File: config.mk
export PLATFORM = sky130hd
export DESIGN_NAME = id_ex_stage
export DESIGN_NICKNAME = d
export VERILOG_FILES = /design/src/rtl/id_ex_stage.sv
export SDC_FILE = /design/constraint.sdc
export NUM_CORES = 1
export LEC_CHECK = 0
export ABC_AREA = 1
export CAP_MARGIN = 30
export CORE_ASPECT_RATIO = 0.7
export CORE_UTILIZATION = 41
export CTS_CLUSTER_DIAMETER = 80
export DETAILED_ROUTE_END_ITERATION = 10
export GPL_ROUTABILITY_DRIVEN = 0
export GPL_TIMING_DRIVEN = 0
export PLACE_DENSITY = 0.8
export SYNTH_ARGS = -nofsm -noshare
export SYNTH_HDL_FRONTEND = slang
export SYNTH_SLANG_ARGS = --single-unit
File: constraint.sdc
create_clock -name clk -period 1.75 [get_ports clk]
set_clock_uncertainty 0.1 [all_clocks]
set_input_delay 0.175 -clock clk [delete_from_list [all_inputs] [get_ports clk]]
set_output_delay 0.175 -clock clk [all_outputs]
set_load 0.02 [all_outputs]
File: src/rtl/id_ex_stage.sv
// ID/EX pipeline register with integrated load-use hazard detection.
// Captures decoded operands/control for the execute stage and inserts a bubble
// on load-use hazards or branch flushes. It holds its contents on memory stalls
// and keeps a saturating count of load-use bubbles.
module id_ex_stage #(
    parameter int XLEN = 32,
    parameter int CNTW = 16
) (
    input  logic            clk,
    input  logic            reset,
    input  logic            id_valid,
    input  logic [XLEN-1:0] id_pc,
    input  logic [XLEN-1:0] id_rs1_data,
    input  logic [XLEN-1:0] id_rs2_data,
    input  logic [XLEN-1:0] id_imm,
    input  logic [4:0]      id_Rs1,
    input  logic [4:0]      id_Rs2,
    input  logic [4:0]      id_Rd,
    input  logic            id_uses_rs1,
    input  logic            id_uses_rs2,
    input  logic            id_RegWrite,
    input  logic            id_MemRead,
    input  logic            id_MemWrite,
    input  logic            id_MemToReg,
    input  logic            id_ALUSrc,
    input  logic [3:0]      id_ALUOp,
    input  logic            flush,
    input  logic            mem_stall,
    output logic            ex_valid,
    output logic [XLEN-1:0] ex_pc,
    output logic [XLEN-1:0] ex_rs1_data,
    output logic [XLEN-1:0] ex_rs2_data,
    output logic [XLEN-1:0] ex_imm,
    output logic [4:0]      Rs1,
    output logic [4:0]      Rs2,
    output logic [4:0]      Rd,
    output logic            Wb,
    output logic            ex_MemRead,
    output logic            ex_MemWrite,
    output logic            ex_MemToReg,
    output logic            ex_ALUSrc,
    output logic [3:0]      ex_ALUOp,
    output logic            pc_write_en,
    output logic            if_id_write_en,
    output logic            load_use_stall,
    output logic [CNTW-1:0] bubble_count
);

    localparam logic [CNTW-1:0] CNT_MAX = {CNTW{1'b1}};
    localparam logic [CNTW-1:0] CNT_ONE = {{(CNTW-1){1'b0}}, 1'b1};

    // EX-side state registers
    logic            r_valid;
    logic [XLEN-1:0] r_pc;
    logic [XLEN-1:0] r_rs1_data;
    logic [XLEN-1:0] r_rs2_data;
    logic [XLEN-1:0] r_imm;
    logic [4:0]      r_rs1;
    logic [4:0]      r_rs2;
    logic [4:0]      r_rd;
    logic            r_wb;
    logic            r_mem_read;
    logic            r_mem_write;
    logic            r_mem_to_reg;
    logic            r_alu_src;
    logic [3:0]      r_alu_op;
    logic [CNTW-1:0] r_bubble_count;

    // Next-state values for the EX registers
    logic            w_load_use;
    logic            w_bubble;
    logic            w_hold;
    logic            w_cnt_inc;
    logic            w_nxt_valid;
    logic [XLEN-1:0] w_nxt_pc;
    logic [XLEN-1:0] w_nxt_rs1_data;
    logic [XLEN-1:0] w_nxt_rs2_data;
    logic [XLEN-1:0] w_nxt_imm;
    logic [4:0]      w_nxt_rs1;
    logic [4:0]      w_nxt_rs2;
    logic [4:0]      w_nxt_rd;
    logic            w_nxt_wb;
    logic            w_nxt_mem_read;
    logic            w_nxt_mem_write;
    logic            w_nxt_mem_to_reg;
    logic            w_nxt_alu_src;
    logic [3:0]      w_nxt_alu_op;

    // Load-use hazard: a load in EX whose nonzero Rd feeds an operand that ID actually reads
    always_comb begin
        w_load_use = r_valid & r_mem_read & (r_rd != 5'd0) & id_valid &
                     ((id_uses_rs1 & (id_Rs1 == r_rd)) | (id_uses_rs2 & (id_Rs2 == r_rd)));
    end

    // Edge control: flush beats a memory stall, which beats a load-use bubble
    always_comb begin
        w_bubble  = flush | w_load_use;
        w_hold    = mem_stall & ~flush;
        w_cnt_inc = w_load_use & ~flush & ~mem_stall & (r_bubble_count != CNT_MAX);
    end

    // Next EX contents: either a zeroed bubble or the qualified decode fields
    always_comb begin
        if (w_bubble) begin
            w_nxt_valid      = 1'b0;
            w_nxt_pc         = {XLEN{1'b0}};
            w_nxt_rs1_data   = {XLEN{1'b0}};
            w_nxt_rs2_data   = {XLEN{1'b0}};
            w_nxt_imm        = {XLEN{1'b0}};
            w_nxt_rs1        = 5'd0;
            w_nxt_rs2        = 5'd0;
            w_nxt_rd         = 5'd0;
            w_nxt_wb         = 1'b0;
            w_nxt_mem_read   = 1'b0;
            w_nxt_mem_write  = 1'b0;
            w_nxt_mem_to_reg = 1'b0;
            w_nxt_alu_src    = 1'b0;
            w_nxt_alu_op     = 4'd0;
        end else begin
            w_nxt_valid      = id_valid;
            w_nxt_pc         = id_pc;
            w_nxt_rs1_data   = id_rs1_data;
            w_nxt_rs2_data   = id_rs2_data;
            w_nxt_imm        = id_imm;
            w_nxt_rs1        = id_Rs1;
            w_nxt_rs2        = id_Rs2;
            w_nxt_rd         = id_Rd;
            w_nxt_wb         = id_RegWrite & id_valid;
            w_nxt_mem_read   = id_MemRead & id_valid;
            w_nxt_mem_write  = id_MemWrite & id_valid;
            w_nxt_mem_to_reg = id_MemToReg & id_valid;
            w_nxt_alu_src    = id_ALUSrc & id_valid;
            w_nxt_alu_op     = id_ALUOp & {4{id_valid}};
        end
    end

    // EX register bank: synchronous clear, hold on memory stall, else load next state
    always_ff @(posedge clk) begin
        if (reset) begin
            r_valid      <= 1'b0;
            r_pc         <= {XLEN{1'b0}};
            r_rs1_data   <= {XLEN{1'b0}};
            r_rs2_data   <= {XLEN{1'b0}};
            r_imm        <= {XLEN{1'b0}};
            r_rs1        <= 5'd0;
            r_rs2        <= 5'd0;
            r_rd         <= 5'd0;
            r_wb         <= 1'b0;
            r_mem_read   <= 1'b0;
            r_mem_write  <= 1'b0;
            r_mem_to_reg <= 1'b0;
            r_alu_src    <= 1'b0;
            r_alu_op     <= 4'd0;
        end else if (!w_hold) begin
            r_valid      <= w_nxt_valid;
            r_pc         <= w_nxt_pc;
            r_rs1_data   <= w_nxt_rs1_data;
            r_rs2_data   <= w_nxt_rs2_data;
            r_imm        <= w_nxt_imm;
            r_rs1        <= w_nxt_rs1;
            r_rs2        <= w_nxt_rs2;
            r_rd         <= w_nxt_rd;
            r_wb         <= w_nxt_wb;
            r_mem_read   <= w_nxt_mem_read;
            r_mem_write  <= w_nxt_mem_write;
            r_mem_to_reg <= w_nxt_mem_to_reg;
            r_alu_src    <= w_nxt_alu_src;
            r_alu_op     <= w_nxt_alu_op;
        end else begin
            r_valid      <= r_valid;
        end
    end

    // Saturating load-use bubble counter
    always_ff @(posedge clk) begin
        if (reset) begin
            r_bubble_count <= {CNTW{1'b0}};
        end else if (w_cnt_inc) begin
            r_bubble_count <= r_bubble_count + CNT_ONE;
        end else begin
            r_bubble_count <= r_bubble_count;
        end
    end

    assign ex_valid       = r_valid;
    assign ex_pc          = r_pc;
    assign ex_rs1_data    = r_rs1_data;
    assign ex_rs2_data    = r_rs2_data;
    assign ex_imm         = r_imm;
    assign Rs1            = r_rs1;
    assign Rs2            = r_rs2;
    assign Rd             = r_rd;
    assign Wb             = r_wb;
    assign ex_MemRead     = r_mem_read;
    assign ex_MemWrite    = r_mem_write;
    assign ex_MemToReg    = r_mem_to_reg;
    assign ex_ALUSrc      = r_alu_src;
    assign ex_ALUOp       = r_alu_op;
    assign bubble_count   = r_bubble_count;
    assign load_use_stall = w_load_use;
    assign pc_write_en    = ~(mem_stall | w_load_use);
    assign if_id_write_en = ~(mem_stall | w_load_use);

endmodule

## After elaboration in Yosys (flattened, before gate mapping)

Cells that the tools add are included.

| storage, ports and cells | value |
|---|---|
| bits in registers | 169 |
| bits of input ports | 159 |
| logic and storage cells | 56 |

| cells by class | value |
|---|---|
| add/sub/neg operators | 1 |
| equality and inequality tests | 3 |
| mux-type cells | 14 |
| bitwise logic cells | 22 |
| reductions and logical operators | 1 |

Operator list:

| cell | count |
|---|---|
| 2-to-1 mux 32 bit | 4 |
| adder 16 x 1 -> 16 bit (second input constant) | 1 |
| != test 16 bit (second input constant) | 1 |
| bitwise AND 1 bit | 15 |
| 2-to-1 mux 5 bit | 3 |
| == test 5 bit | 2 |
| 2-to-1 mux 1 bit | 6 |
| nonzero test 5 bit | 1 |
| bitwise AND 4 bit | 1 |
| 2-to-1 mux 4 bit | 1 |
| inverter 1 bit | 3 |
| bitwise OR 1 bit | 3 |

## Longest topological paths before layout

Gate-level depths: netlist (run 1).

| logic depth | value |
|---|---|
| depth in word-level cells | 7 |
| gate-level depth with buffers | 12 |

## Worst setup path after synthesis (run 1)

OpenSTA, ideal clock, no wires.

| timing | value |
|---|---|
| path kind | flip-flop to output port |
| start | register r_rd[2] (netlist: Rd[2]) |
| end | output port pc_write_en |
| arrival time | 1,890 ps |
| required time | 1,475 ps |
| slack | -415 ps |
| stages on the path, launching flop included | 12 |
| cells stage by stage | dfxtp_1 inv_1 nor2_1 nor2_1 nand3_2 nand2_4 nand2_2 buf_6 buf_6 inv_1 nor2_1 buf_4 |

| on the way | value |
|---|---|
| cells in the longest elaborated chain, start to end | 6 |

RTL lines:

| element | RTL line | text |
|---|---|---|
| start, declared | 60 | `logic [4:0] r_rd;` |
| start signal, assigned | 162 | `r_rd <= w_nxt_rd;` |
| == test 5 bit / nonzero test 5 bit (equally long branches) | 92, 91 |  |
| bitwise AND 1 bit (on tied branches) | 92, 91 |  |
| bitwise OR 1 bit / bitwise AND 1 bit (equally long branches) | 92, 91 |  |
| bitwise AND 1 bit (*) | 91 | `w_load_use = r_valid & r_mem_read & (r_rd != 5'd0) & id_valid &` |
| named net load_use_stall | 45 | `output logic load_use_stall,` |
| bitwise OR 1 bit (*) | - |  |
| inverter 1 bit (*) | - |  |
| end, declared | 43 | `output logic pc_write_en,` |

Mark *: on every way through the listed nets, which the timed path passes. The rest lies on a longest branch.

## Worst setup path after layout (run 1)

| timing | value |
|---|---|
| start | register r_rd[0] (netlist: Rd[0]) |
| end | output port pc_write_en |

| on the way | value |
|---|---|
| cells in the longest elaborated chain, start to end | 6 |

RTL lines:

| element | RTL line | text |
|---|---|---|
| == test 5 bit / nonzero test 5 bit (equally long branches) | 92, 91 |  |
| bitwise AND 1 bit (on tied branches) | 92, 91 |  |
| bitwise OR 1 bit / bitwise AND 1 bit (equally long branches) | 92, 91 |  |
| bitwise AND 1 bit (*) | 91 |  |
| bitwise OR 1 bit (*) | 201 | `assign pc_write_en = ~(mem_stall \| w_load_use);` |
| inverter 1 bit (*) | 201 |  |

Mark *: on every way between the ends. The rest lies on a longest branch, timed or not.

==> results_dict.tcl, run 1 <==
set metrics [dict create \
    status "complete, but fails checks" \
    critPathMaxFanout 5 \
    multiInputGateArea_mm2 0.00296 \
    first_global_vias 6592 \
    grt_pass1_wl_mm 35.2 \
    worst_pin_slew_ns 0.596 \
    ys_seq_elements 169 \
    drc 0 \
    hp-class "input pin to register" \
    syn_nets 1047 \
    use_met1_pct 34.3 \
    clock_sinks 169 \
    power.total_mw 8.84 \
    finalNonFillerCells 1477 \
    cts_tree "yes" \
    synth-edff-count 0 \
    setup_viol 93 \
    wire_per_inst_um 16.1 \
    synth_area_mm2 0.00673 \
    route.antenna.remaining_nets 0 \
    yosys_warnings 0 \
    slew_headroom_pct 60.3 \
    rr_startpoint "Rd[4]" \
    clk_latency_ns 0.41 \
    dieArea_mm2 0.0169 \
    failed_checks "negative setup slack" \
    use_met3_pct 7.00 \
    synth-main-ff-cell "dfxtp_1" \
    clock_path_buffers 2 \
    grt_util_met2_pct 44.5 \
    period_share_pct 117 \
    fp.dieW_um 155 \
    hpwl_mm 17.6 \
    postSynth.asyncResetShare_pct 0 \
    drive_above_1_share_pct 11.3 \
    placed_cells 1436 \
    start_util_pct 42.6 \
    num_io_pins 331 \
    fillers 1335 \
    drv_cap 0 \
    regArea_mm2 0.00341 \
    grt_overflow_total 0 \
    yosys.cell_types.count 24 \
    critPathLaunch "Rd[0]" \
    worstRegToRegCells 10 \
    area_growth_pct 65.6 \
    cts_buffers 17 \
    start_kind "register" \
    final_common_cell "clkdlybuf4s50_1" \
    p_leak_nw 4.18 \
    syn_inst 887 \
    powerDensity_mw_per_mm2 793 \
    coreArea_mm2 0.0158 \
    grt_max_degree 19 \
    post-place-ws_ns -0.910 \
    crit_type "register to output port" \
    vias 7489 \
    grt_usage_pct 26.9 \
    avgViaCountPerCell 5.07 \
    yosysSeqAreaShare_pct 50.3 \
    slew_violations 0 \
    peakVddDrop_mv 0.567 \
    die_h_um 109 \
    hold_viol 0 \
    cp-endpoint "pc_write_en" \
    r2r_setup_slack_ns -0.12 \
    antenna_found_initial 0 \
    fmax_ghz 0.487 \
    worst_slack_ns -0.304 \
    place_area_mm2 0.0103 \
    crit_required_ns 1.47 \
    layout.nets 1404 \
    port_buffers 329 \
    layout_common_cells "clkdlybuf4s50_1 (314), nand2_1 (219), dfxtp_1 (157)" \
    period_minus_slack_ns 2.05 \
    syn_area_per_cell_um2 7.59 \
    cts_max_level 4 \
    wirelength_mm 23.8 \
    rsz0062_at_grt "true" \
    firstDrtPassIters 5 \
    busiest_layer "met2" \
    arrival_ns 1.78 \
    placementRows 38 \
    antenna_cells 0 \
    drtIter0Drc 535 \
    cts_root_buffer "clkbuf_16" \
    crit_path_end_kind "output port" \
    cts_hold_buf 0 \
    postLayoutCellArea_mm2 0.0111 \
    clk_pin_slew_ns 0.08 \
    r2r-end "Rd[4]" \
]
-- timing repair --
| action | 4_1_cts | 5_1_grt |
|---|---|---|
| pin swaps | 3 | 11 |
| setup buffers | 4 | 7 |
| setup endpoints to repair | 146 | 173 |
| resized for setup | 32 | 55 |
-- flip-flops by register name, summed over array words and instances, names as in the netlist, 4 cells and up --
| register | count |
|---|---|
| Rd | 5 |
| ex_rs2_data | 32 |
| Rs2 | 5 |
| Rs1 | 5 |
| ex_ALUOp | 4 |
| bubble_count | 16 |
| ex_imm | 32 |
| ex_pc | 32 |
| ex_rs1_data | 32 |
-- worst max-delay path, stage by stage, from the launching register on --
cell        delay (ns)
dfxtp_4           0.39
inv_4             0.04
nand2_1           0.05
nand2_1           0.05
nor2_1            0.12
nand3_2           0.11
nand2_4           0.09
nand2_4           0.06
buf_12            0.12
clkinvlp_4        0.07
nor2_4            0.04
buf_6             0.11
buf_6             0.12
-- cell type report --
type / instances / share of cell area [%]
Buffer: 68 / 3.74
Clock buffer: 18 / 3.85
Clock inverter: 14 / 1.15
Inverter: 32 / 1.18
Multi-Input combinational cell: 616 / 26.5
Sequential cell: 169 / 30.6
Tap cell: 220 / 2.47
Timing Repair Buffer: 340 / 30.4
-- synth_stat cells (2+ instances only) --
master	n	share of area, %
o21ai_0	2	0.15
dfxtp_1	169	50
nor2_2	3	0.28
buf_4	2	0.22
inv_2	5	0.28
inv_1	27	1.5
nand3_1	151	11
a21oi_1	157	12
buf_2	15	1.1
nand3_2	3	0.45
nand4_2	2	0.37
nor2_1	53	3.0
buf_6	17	2.8
nand4_1	14	1.3
clkbuf_1	35	2.0
nand2_1	224	12
-- report_power, final --
part | internal (mW) | switching (mW)
logic | 0.635 | 0.565
clock network | 1.89 | 1.74
registers | 3.95 | 0.0619
-- cells by family (layout without fill, tap and decap cells) --
| family | after synthesis | in the layout | synth area share, % |
|---|---|---|---|
| buf+inv | 102 | 472 | 7.98 |
| flops | 169 | 169 | 50.3 |
| xor+xnor | 1 | 1 | 0.130 |
| fa+ha+maj | 1 | 1 | 0.186 |
| simple gates | 454 | 454 | 29.5 |
| compound gates | 160 | 160 | 11.9 |
-- worst min-delay path by stage --
| stage | to | slack [ns] | depth (start not counted) | startpoint |
|---|---|---|---|---|
| final | ex_pc[18] | 0.22 | 3 | id_pc[18] |
| after global routing | ex_rs2_data[6] | 0.22 | 3 | id_rs2_data[6] |
| after CTS | ex_pc[13] | 0.21 | 3 | id_pc[13] |
| after detailed placement | ex_rs1_data[13] | 0.35 | 2 | ex_rs1_data[13] |
| after global placement | ex_rs2_data[15] | 0.35 | 2 | ex_rs2_data[15] |
| after floorplan | Rd[2] | 0.22 | 2 | id_Rd[2] |
-- metal layers --
metal	routed length, um	part of all wire (%)	vias up
li1	-	-	3670
met1	10300	44	3535
met2	11300	48	256
met3	1660	7.0	28
met4	422	1.8	0
met5	0	0	-
-- metrics by stage --
stage / util [%] / hold WS (ns) / setup TNS, ns
CTS: 69.3 / 0.207 / -7.08
detailed placement: 65.5 / 0.355 / -80.68
floorplan: - / 0.225 / -0.0931
global route: 70.6 / 0.220 / -14.73
finish: 70.6 / 0.219 / -5.15
global placement: 65.5 / 0.351 / -76.87
(Power assumes the default switching activity.)
==> inputs of run 2 (changes only) <==
CAP_MARGIN = 20   (was 30)
RECOVER_POWER = 100   (was default)
==> results_dict.tcl, run 2 (synthesized netlist as in run 1, its figures left out) <==
set metrics [dict create \
    clock_sinks 169 \
    rsz0062_at_grt "true" \
    grt_pass1_wl_mm 35.2 \
    finalNonFillerCells 1477 \
    hp-class "input pin to register" \
    port_buffers 329 \
    avgViaCountPerCell 5.10 \
    hpwl_mm 17.6 \
    clk_latency_ns 0.42 \
    dieArea_mm2 0.0169 \
    r2r_setup_slack_ns -0.12 \
    wirelength_mm 23.8 \
    fmax_ghz 0.487 \
    rr_startpoint "Rd[4]" \
    start_util_pct 42.6 \
    antenna_found_initial 0 \
    layout.nets 1404 \
    cts_tree "yes" \
    crit_required_ns 1.47 \
    layout_common_cells "clkdlybuf4s50_1 (314), nand2_1 (219), dfxtp_1 (160)" \
    p_comb_share_pct 13.6 \
    die_h_um 109 \
    p_leak_nw 4.06 \
    status "complete, but fails checks" \
    worst_pin_slew_ns 0.591 \
    coreArea_mm2 0.0158 \
    cts_hold_buf 0 \
    arrival_ns 1.78 \
    period_share_pct 117 \
    power.switching_mw 2.37 \
    vias 7532 \
    drtIter0Drc 541 \
    worstRegToRegCells 10 \
    post-place-ws_ns -0.910 \
    clock_path_buffers 2 \
    critPathLaunch "Rd[0]" \
    slew_violations 0 \
    cts_buffers 17 \
    grt_usage_pct 26.9 \
    area_growth_pct 64.8 \
    fp.dieW_um 155 \
    internal_power_mw 6.47 \
    num_io_pins 331 \
    worst_slack_ns -0.305 \
    swShare_pct 26.8 \
    failed_checks "negative setup slack" \
    firstDrtPassIters 5 \
    start_kind "register" \
    pwr-share-clk_pct 41.1 \
    r2r-end "Rd[4]" \
    final_common_cell "clkdlybuf4s50_1" \
    drc 0 \
    grt_overflow_total 0 \
    peakVddDrop_mv 0.570 \
    first_global_vias 6592 \
    period_minus_slack_ns 2.06 \
    setup_viol 93 \
    grt_max_degree 19 \
    hold_viol 0 \
    clk_pin_slew_ns 0.08 \
    drv_cap 0 \
    powerDensity_mw_per_mm2 797 \
    crit_type "register to output port" \
    placed_cells 1436 \
    whs_path_depth 3 \
    antenna_cells 0 \
    worstHoldStart "id_pc[18]" \
    holdPathEnd "ex_pc[18]" \
    drive_above_1_share_pct 11.1 \
    fillers 1347 \
    cts_max_level 4 \
    route.antenna.remaining_nets 0 \
    crit_path_end_kind "output port" \
    critPathMaxFanout 5 \
    wire_per_inst_um 16.1 \
    cts_root_buffer "clkbuf_16" \
    slew_headroom_pct 60.6 \
    placementRows 38 \
    power_frac_seq_pct 45.4 \
]
run 2: cell count changes in the layout (fill, tap and decap cells not counted), sizes merged:
cell          previous run  this run
clkbuf                  53        59
dlymetal6s2s             6         0
run 2: routing by layer:
metal | global-route usage [%] | wire, um | up-vias
li1 | - | - | 3670
met1 | 34.3 | 10300 | 3552
met2 | 44.5 | 11300 | 279
met3 | 7.00 | 1780 | 31
met4 | 8.42 | 432 | 0
met5 | 0 | 0 | -
run 2: worst max-delay path by stage:
stage | end | slack, ns | cells past startpoint
after global routing | pc_write_en | -0.38 | 12
final | pc_write_en | -0.31 | 12
after detailed placement | pc_write_en | -0.91 | 13
after CTS | pc_write_en | -0.31 | 12
after global placement | pc_write_en | -0.91 | 13
after floorplan | pc_write_en | -0.09 | 11
run 2: timing repair:
action / CTS / global route
setup endpoints to repair: 146 / 173
hold endpoints to repair: 0 / 0
gates resized for setup: 32 / 55
buffers inserted: 4 / 7
pin swaps: 3 / 11
run 2: power by group through the flow:
stage / logic [mW] / registers (mW) / clock network [mW]
finish: 1.20 / 4.01 / 3.63
global route: 1.28 / 4.02 / 3.85
CTS: 1.19 / 4.01 / 3.68
detailed placement: 1.18 / 4.10 / 0
global placement: 1.16 / 4.10 / 0
floorplan: 0.333 / 4.23 / 0
run 2: stage by stage:
stage / util (%) / cell area (um^2) / setup TNS [ns] / hold slack, ns / power [mW]
final: 70.3 / 11100 / -5.18 / 0.216 / 8.84
after detailed placement: 65.5 / 10300 / -80.68 / 0.355 / 5.27
after global placement: 65.5 / 10300 / -76.87 / 0.351 / 5.26
after floorplan: - / 6770 / -0.0931 / 0.225 / 4.57
after CTS: 69.3 / 10900 / -7.08 / 0.207 / 8.88
after global routing: 70.3 / 11100 / -15.03 / 0.220 / 9.15
run 2: final cells by class:
cell class	instances	area [um^2]	share of cell area, %
multi-input cells	616	2960	26.7
clock buffers	18	429	3.87
inverters	32	131	1.18
well taps	220	275	2.48
flip-flops and latches	169	3410	30.7
plain buffers	68	417	3.76
repair buffers	340	3340	30.1
clock inverters	14	128	1.15
run 2: critical path, stage by stage, from the launching register on:
cell	delay [ns]
dfxtp_4	0.39
inv_4	0.04
nand2_1	0.05
nand2_1	0.05
nor2_1	0.12
nand3_2	0.11
nand2_4	0.09
nand2_4	0.06
buf_12	0.12
clkinvlp_4	0.07
nor2_4	0.04
buf_6	0.11
buf_6	0.12
==> inputs of run 3 (changes only) <==
CORE_ASPECT_RATIO = default   (was 0.7)
REMOVE_ABC_BUFFERS = 1   (was default)
clock period = 1.95 ns   (was 1.75 ns; I/O delays follow)
==> results_dict.tcl, run 3 (synthesized netlist as in run 1, its figures left out) <==
set metrics [dict create \
    cts_tree "yes" \
    grt_pass1_wl_mm 35.8 \
    peakVddDrop_mv 0.561 \
    fmax_ghz 0.519 \
    wire_per_inst_um 17.0 \
    first_global_vias 6878 \
    p_leak_nw 4.38 \
    clk_latency_ns 0.42 \
    hpwl_mm 15.1 \
    finalSetupTns_ns 0 \
    status "finished clean" \
    crit_path_end_kind "output port" \
    area_growth_pct 62.8 \
    start_kind "register" \
    slew_headroom_pct 50.7 \
    rsz0062_at_grt "true" \
    grt_overflow_total 0 \
    grt_util_met2_pct 45.9 \
    placementRows 46 \
    antenna_found_initial 0 \
    hp-class "input pin to register" \
    crit_type "register to output port" \
    path_delay_family "simple AND/OR/NAND/NOR gates" \
    drtIter0Drc 393 \
    layout.nets 1350 \
    port_buffers 330 \
    power.total_mw 7.95 \
    cts_root_buffer "clkbuf_16" \
    fillers 1322 \
    coreArea_mm2 0.0159 \
    use_met3_pct 10.1 \
    start_util_pct 42.2 \
    slew_violations 0 \
    grt_usage_pct 27.7 \
    setup_viol 0 \
    multiInputGateArea_mm2 0.00299 \
    worst_pin_slew_ns 0.738 \
    antenna_cells 0 \
    crit_path_max_incr_delay_ns 0.37 \
    firstDrtPassIters 5 \
    cp_slowest_cell "dfxtp_4" \
    use_met1_pct 30.1 \
    powerDensity_mw_per_mm2 726 \
    vias 7322 \
    crit_required_ns 1.65 \
    clock_sinks 169 \
    period_minus_slack_ns 1.93 \
    busiest_layer "met2" \
    crit_buf_inv 3 \
    fp.dieW_um 130 \
    hold_viol 0 \
    dieArea_mm2 0.0169 \
    cts_buffers 17 \
    cts_max_level 4 \
    cp_cell_sequence "nor2_1 -> nand4_1 -> nand3b_1 -> bufinv_8 -> nand2_8 -> inv_4 -> nor2_4 -> buf_6" \
    arrival_ns 1.63 \
    period_share_pct 98.7 \
    drive_above_1_share_pct 7.81 \
    layout_common_cells "nand2_1 (219), clkdlybuf4s50_1 (180), dfxtp_1 (164)" \
    drc 0 \
    critPathMaxFanout 6 \
    clk_pin_slew_ns 0.07 \
    fin_util_pct 68.7 \
    die_h_um 130 \
    regArea_mm2 0.00340 \
    wirelength_mm 24.1 \
    route.antenna.remaining_nets 0 \
    avgViaCountPerCell 5.16 \
    grt_max_degree 80 \
    num_io_pins 331 \
    clock_path_buffers 2 \
    final_common_cell "nand2_1" \
    drv_cap 0 \
]
## run 3: changes by cell type in the layout (fill, tap and decap cells not counted), sizes merged, moves of 4 or more
| cell | before | now |
|---|---|---|
| buf | 47 | 22 |
| inv | 41 | 33 |
| dlygate4sd2 | 6 | 1 |
| dlygate4sd3 | 0 | 144 |
| clkbuf | 59 | 20 |
| clkinv | 0 | 4 |
| nand2 | 226 | 231 |
| clkdlybuf4s50 | 314 | 180 |
## run 3: path summary, 6_finish.rpt
path	depth (start not counted)	slack, ns	startpoint	end
max	8	0.02	Rd[4]	if_id_write_en
min	2	0.13	reset	ex_rs2_data[16]
max reg2reg	10	0.07	Rd[1]	ex_rs2_data[8]
min reg2reg	2	0.36	ex_rs1_data[20]	ex_rs1_data[20]
## run 3: worst register-to-register path: cells and delay by family (launching register included)
| kind | cells | cell delay (ns) |
|---|---|---|
| buffers and inverters | 2 | 0.29 |
| and+or+nand+nor | 7 | 0.92 |
| DFF | 1 | 0.37 |
| AOI/OAI and AO/OA | 1 | 0.08 |
## run 3: area by class of cell
cell class / instances / share of cell area, %
flip-flops and latches: 169 / 31.0
clock buffers: 20 / 4.17
clock inverters: 12 / 1.06
multi-input cells: 622 / 27.2
inverters: 32 / 1.27
repair buffers: 348 / 32.8
well taps: 216 / 2.47
## run 3: layer usage
metal	vias to the layer above	share of wire, %	wire (um)
li1	3555	-	-
met1	3397	38	9210
met2	293	48	11600
met3	77	9.0	2170
met4	0	4.9	1170
met5	-	0	0
## run 3: timing repair
item,4_1_cts,5_1_grt
gates resized for setup,35,18
gates cloned,6,0
endpoints found under the hold margin,0,0
pin swaps,7,9
buffers inserted,9,0
endpoints found under the setup margin,168,112
hold buffers,0,0
## run 3: metrics by stage
step | hold slack [ns] | setup slack, ns | area (um^2) | std cells
final | 0.129 | 0.0246 | 11000 | 1419
after global routing | 0.151 | -0.0384 | 11000 | 1419
after CTS | 0.128 | -0.0158 | 10900 | 1419
after detailed placement | 0.354 | -1.20 | 10100 | 1372
after global placement | 0.350 | -5.11 | 9890 | 1363
after floorplan | 0.164 | -2.37 | 6310 | 817
## run 3: report_power, final
part           switching [mW]  leakage (nW)  internal [mW]
combinational           0.506          2.73          0.555
sequential             0.0515          1.38           3.55
clock                    1.46         0.265           1.84
